==> src/rtl/cic_pkg.sv <==
// Shared constants, width helpers and state encoding for the CIC interpolator.
package cic_pkg;

    function automatic int clog2(input int value);
        int r;
        r = 0;
        for (int i = 0; i < 31; i++) begin
            if ((1 << i) < value) begin
                r = i + 1;
            end
        end
        return r;
    endfunction

    function automatic int cic_out_width(input int in_w, input int stages, input int rate);
        return in_w + stages * clog2(rate);
    endfunction

    localparam logic IDLE_ENC = 1'b0;
    localparam logic RUN_ENC  = 1'b1;

    typedef enum logic {
        IDLE = IDLE_ENC,
        RUN  = RUN_ENC
    } state_e;

endpackage

==> src/rtl/cic_integrator_stage.sv <==
// Wrapping accumulator: acc <= acc + din while enabled; one register of latency,
// no backpressure (advances whenever en_i is high).
module cic_integrator_stage #(
    parameter int WIDTH = 20
) (
    input  logic                    clk,
    input  logic                    rst_n,
    input  logic                    en_i,
    input  logic signed [WIDTH-1:0] din_i,
    output logic signed [WIDTH-1:0] acc_o
);

    logic signed [WIDTH-1:0] acc_q;
    logic signed [WIDTH-1:0] acc_d;

    always_comb begin
        acc_d = acc_q;
        if (en_i) begin
            acc_d = acc_q + din_i;
        end
    end

    always_ff @(posedge clk or negedge rst_n) begin
        if (!rst_n) begin
            acc_q <= '0;
        end else begin
            acc_q <= acc_d;
        end
    end

    assign acc_o = acc_q;

endmodule

==> src/rtl/cic_interpolator.sv <==
// CIC interpolator by RATE: accept takes STAGES+1 edges to reach full_out, one output per clock.
// Backpressure: in_ready is high only on the phase-0 slot; an empty slot inserts zero and pulses underrun.
module cic_interpolator
    import cic_pkg::*;
#(
    parameter  int INPUT_WIDTH  = 16,
    parameter  int RATE         = 4,
    parameter  int STAGES       = 2,
    localparam int LOG2_RATE    = clog2(RATE),
    localparam int OUTPUT_WIDTH = cic_out_width(INPUT_WIDTH, STAGES, RATE)
) (
    input  logic                           clk,
    input  logic                           rst_active_low,
    input  logic signed [INPUT_WIDTH-1:0]  data_in,
    input  logic                           in_valid,
    output logic                           in_ready,
    output logic signed [OUTPUT_WIDTH-1:0] full_out,
    output logic signed [INPUT_WIDTH-1:0]  data_out,
    output logic                           out_valid,
    output logic                           underrun
);

    localparam int SHIFT = (STAGES - 1) * LOG2_RATE;

    state_e                         state_q, state_d;
    logic [LOG2_RATE-1:0]           phase_q, phase_d;
    logic                           rdy_en_q;
    logic                           stuff_q;
    logic [STAGES:0]                vld_sr_q;
    logic signed [OUTPUT_WIDTH-1:0] comb_q;
    logic signed [OUTPUT_WIDTH-1:0] dly_q [STAGES];
    logic signed [OUTPUT_WIDTH-1:0] y     [STAGES+1];
    logic signed [OUTPUT_WIDTH-1:0] integ [STAGES+1];
    logic                           slot;
    logic                           run;

    // rdy_en_q keeps in_ready low until the first edge after reset release.
    always_comb begin
        state_d  = state_q;
        phase_d  = phase_q;
        in_ready = 1'b0;
        slot     = 1'b0;
        underrun = 1'b0;
        case (state_q)
            IDLE: begin
                in_ready = rdy_en_q;
                if (in_valid && rdy_en_q) begin
                    state_d = RUN;
                    phase_d = LOG2_RATE'(1);
                    slot    = 1'b1;
                end
            end
            RUN: begin
                slot     = (phase_q == '0);
                in_ready = slot;
                underrun = slot && !in_valid;
                phase_d  = phase_q + 1'b1;
            end
            default: state_d = IDLE;
        endcase
    end

    assign run  = (state_q == RUN);
    assign y[0] = in_valid ? OUTPUT_WIDTH'(data_in) : '0;

    for (genvar k = 1; k <= STAGES; k++) begin : g_comb
        assign y[k] = y[k-1] - dly_q[k-1];
    end

    always_ff @(posedge clk or negedge rst_active_low) begin
        if (!rst_active_low) begin
            state_q  <= IDLE;
            phase_q  <= '0;
            rdy_en_q <= 1'b0;
            stuff_q  <= 1'b0;
            vld_sr_q <= '0;
            comb_q   <= '0;
            for (int k = 0; k < STAGES; k++) begin
                dly_q[k] <= '0;
            end
        end else begin
            state_q  <= state_d;
            phase_q  <= phase_d;
            rdy_en_q <= 1'b1;
            stuff_q  <= slot;
            vld_sr_q <= {vld_sr_q[STAGES-1:0], (state_d == RUN)};
            if (slot) begin
                comb_q <= y[STAGES];
                for (int k = 0; k < STAGES; k++) begin
                    dly_q[k] <= y[k];
                end
            end
        end
    end

    // Zero-stuffing: the comb result is presented for one cycle after each slot.
    assign integ[0] = stuff_q ? comb_q : '0;

    for (genvar k = 0; k < STAGES; k++) begin : g_integ
        cic_integrator_stage #(
            .WIDTH(OUTPUT_WIDTH)
        ) u_stage (
            .clk   (clk),
            .rst_n (rst_active_low),
            .en_i  (run),
            .din_i (integ[k]),
            .acc_o (integ[k+1])
        );
    end

    assign full_out  = integ[STAGES];
    assign data_out  = INPUT_WIDTH'(full_out >>> SHIFT);
    assign out_valid = vld_sr_q[STAGES];

endmodule

==> config.mk <==
export PLATFORM = sky130hd
export DESIGN_NAME = cic_interpolator
export DESIGN_NICKNAME = d
export VERILOG_FILES = /design/src/rtl/cic_pkg.sv /design/src/rtl/cic_integrator_stage.sv /design/src/rtl/cic_interpolator.sv
export SDC_FILE = /design/constraint.sdc
export NUM_CORES = 1
export LEC_CHECK = 0
export CORE_MARGIN = 2
export CORE_UTILIZATION = 60
export DETAILED_ROUTE_END_ITERATION = 10
export HOLD_SLACK_MARGIN = 0.05
export PLACE_DENSITY = 0.81
export SYNTH_ARGS = -nofsm -noshare
export SYNTH_HDL_FRONTEND = slang
export SYNTH_SLANG_ARGS = --single-unit
==> constraint.sdc <==
create_clock -name clk -period 4.31 [get_ports clk]
set_input_delay 0.431 -clock clk [delete_from_list [all_inputs] [get_ports clk]]
set_output_delay 0.431 -clock clk [all_outputs]
set_load 0.05 [all_outputs]
==> reports/qor.csv <==
stage,metric,value,unit
run_status,outcome,finished clean,
finish,final_area,8920,sq um
setup_path,cp.arrival,4.28,ns
place,placed_cells,1098,
setup_path,end_kind,flop,
setup_path,reg2reg_to,comb_q[19],
sta,clock_skew,0.00832,ns
synth,synth.largest_area_cell,dfrtp_1,
die,design.core.area,12600,sq um
worst_hold_path,hold_class,input pin to asynchronous set/reset pin,
synth,yosys_register_bits,103,
sta,maxSlewViolCount,0,
detailed_routing,drt-initial-drc-count,381,
cts,cts_buffers,9,
setup_path,critPathMaxFanout,3,
detailed_routing,vias_per_cell,5.60,
die,initial_utilization,61.4,%
cts,path_clk_slew,0.07,ns
synth,synth_edf_count,0,
synth,avgSynthCellArea,8.82,sq um
place,dp_slack,-0.165,ns
die,fp.dieH,118,um
synth,ys_types,64,
cts,post_cts_buffers,0,
detailed_routing,final_antenna_net_count,0,
synth,synthCells,878,
detailed_routing,wl_per_cell,13.3,um
sta,grt_setup_unrepaired,false,
setup_path,critPathLaunchType,input pin,
finish,fillers,1011,
setup_path,cp.required,4.54,ns
detailed_routing,drt_first_pass_iters,4,
finish,syn2layout_area_growth,15.2,%
synth,synth_area_leaders,"dfrtp_1 (33%), ha_1 (12%), o21ai_0 (4.1%)",
detailed_routing,via_count,6238,
run,maxCapViolCount,0,
die,die_w,118,um
sta,setup_viol,0,
cts,cts_root_buffer,clkbuf_16,
cts,cts_tree,yes,
cts,clkLatencyLatePin,0.35,ns
cts,holdBufCountCts,0,
sta,post-route-period-util,93.9,%
sta,worst_pin_slew,0.929,ns
sta,finalHoldViolCount,0,
synth,synth_area,7740,sq um
setup_path,r2r_slack,0.54,ns
finish,fin_nets,1035,
synth,seq_area_frac_synth,33.3,%
global_route,grt_overflow,0,
place,place_area,8580,sq um
cts,cts_max_level,3,
synth,syn_nets,976,
setup_path,r2r_cells,19,
sta,slew_headroom,38.1,%
finish,diodes,0,
cts,cts.sinks,103,
place,dp_hpwl,10.9,mm
synth,synth_ff_type,dfrtp_1,
detailed_routing,drt_wl_total,14.8,mm
sta,max_freq,247,MHz
sta,min_period,4.05,ns
finish,fin_cells,1113,
synth,synth_top_cell_area_share,33.3,%
finish,finish.utilization,70.7,%
sta,layout_setup_ws,0.263,ns
global_route,antenna_found_initial,0,
global_route,grt_pass1_wl,26.2,mm
die,top_level_ports,58,
global_route,first_global_vias,6021,
cts,cts_buffer_depth,2,
finish,final_layout_size_suffix_gt1_share,10.7,%
setup_path,crit_end,comb_q[19],
die,die-area,13800,sq um
setup_path,r2r_start,dly_q[20],
synth,yosysWarnings,0,
global_route,grt_max_degree,76,
place,gp_congestion,0.852,
setup_path,crit_path_start,in_valid,
die,rows,41,
detailed_routing,route.detailed.drc,0,
synth,async_reset_ff_share,100,%
setup_path,crit_type,input pin to flop,
place,numPortBuffers,57,
global_route,grt_use_total,22.3,%
-- repair_timing --
action                     4_1_cts  5_1_grt
setup endpoints to repair        0        5
hold endpoints to repair         0        0
gates resized for setup          0        5
-- stage by stage --
stage / setup TNS (ns) / hold WS [ns]
final: 0 / 0.190
after global routing: 0 / 0.298
after floorplan: 0 / 0.135
after global placement: -0.241 / 0.335
after detailed placement: -0.437 / 0.340
after CTS: 0 / 0.239
-- critical path, cell delays in order --
cell	delay (ns)
clkdlybuf4s50_1	0.45
nand2_1	0.10
ha_1	0.17
inv_1	0.06
fa_1	0.39
a21o_1	0.18
a21oi_2	0.15
o21ai_1	0.11
nand3_1	0.11
a41oi_1	0.14
or4_1	0.42
nand3_1	0.13
ha_1	0.26
a21o_1	0.19
a21o_1	0.17
a21oi_1	0.15
o31ai_1	0.09
a21oi_1	0.20
o21ai_0	0.15
xnor2_1	0.17
o21ai_1	0.07
-- layout by cell type (no fill, tap or decap), types with 34 or more instances in the layout --
cell type          n
dfrtp_1          102
nand2_1           80
ha_1              75
inv_1             65
o21ai_0           63
a21oi_1           61
clkdlybuf4s50_1   56
nor2_1            49
buf_4             38
xnor2_1           35
and2_1            34
-- registers in the layout (all words and copies together) (netlist names) --
register,cells
phase_q,2
vld_sr_q,3
comb_q,20
stuff_q,1
g_integ.u_stage.acc_o,40
dly_q,36
rdy_en_q,1
-- area by class of cell --
type / count / area [sq um] / share of cell area (%)
Multi-Input combinational cell: 662 / 4710 / 52.8
Clock buffer: 9 / 225 / 2.53
Tap cell: 172 / 215 / 2.41
Sequential cell: 103 / 2580 / 28.9
Inverter: 67 / 251 / 2.82
Clock inverter: 6 / 92.6 / 1.04
Timing Repair Buffer: 94 / 846 / 9.48
-- kinds of logic (layout without fill, tap and decap cells) --
family / Yosys count / in the layout / synth area share [%]
adders and majority gates: 79 / 79 / 13.2
buffers and inverters: 113 / 176 / 6.25
DFF: 103 / 103 / 33.3
AOI/OAI and AO/OA: 253 / 253 / 21.5
muxes: 29 / 29 / 4.14
other: 1 / 1 / 0.0484
and+or+nand+nor: 252 / 252 / 16.2
xor gates and xnor gates: 48 / 48 / 5.43
-- worst min-delay path by stage --
| stage | to | cells past startpoint | slack [ns] |
|---|---|---|---|
| floorplan | comb_q[0] | 0 | 0.14 |
| global placement | vld_sr_q[2] | 0 | 0.34 |
| detailed placement | vld_sr_q[2] | 0 | 0.34 |
| CTS | g_integ[1].u_stage.acc_o[1] | 1 | 0.24 |
| global route | g_integ[1].u_stage.acc_o[2] | 1 | 0.30 |
| finish | g_integ[1].u_stage.acc_o[1] | 1 | 0.19 |
-- cells in the mapped netlist (all sizes together) (3+ instances only) --
cell	instances
nor3	11
o2bb2ai	4
mux2i	5
a211oi	17
o21ai	70
nand3b	5
o2111ai	7
or3	11
nor2	49
fa	4
xnor2	35
a41oi	6
mux2	24
a221oi	3
ha	75
nand2b	11
a21boi	3
o211ai	8
and2	35
o31ai	9
nand4b	5
xor2	13
nand2	80
o21a	8
a31o	3
nor2b	8
buf	20
o21bai	10
nor4	4
a21o	24
inv	66
dfrtp	103
nand4	3
clkbuf	26
a21oi	65
or4	3
a31oi	4
nand3	14
nor3b	4
and3	6
-- per-layer routing --
metal / vias to the layer above / GRT usage, % / wire (um)
li1: 3224 / - / -
met1: 2876 / 27.2 / 6840
met2: 122 / 39.5 / 7310
met3: 16 / 4.89 / 497
met4: 0 / 6.40 / 164
met5: - / 0 / 0
Power is not shown: default switching activity piles up to over one toggle a cycle in this logic, so the estimate is an artifact.
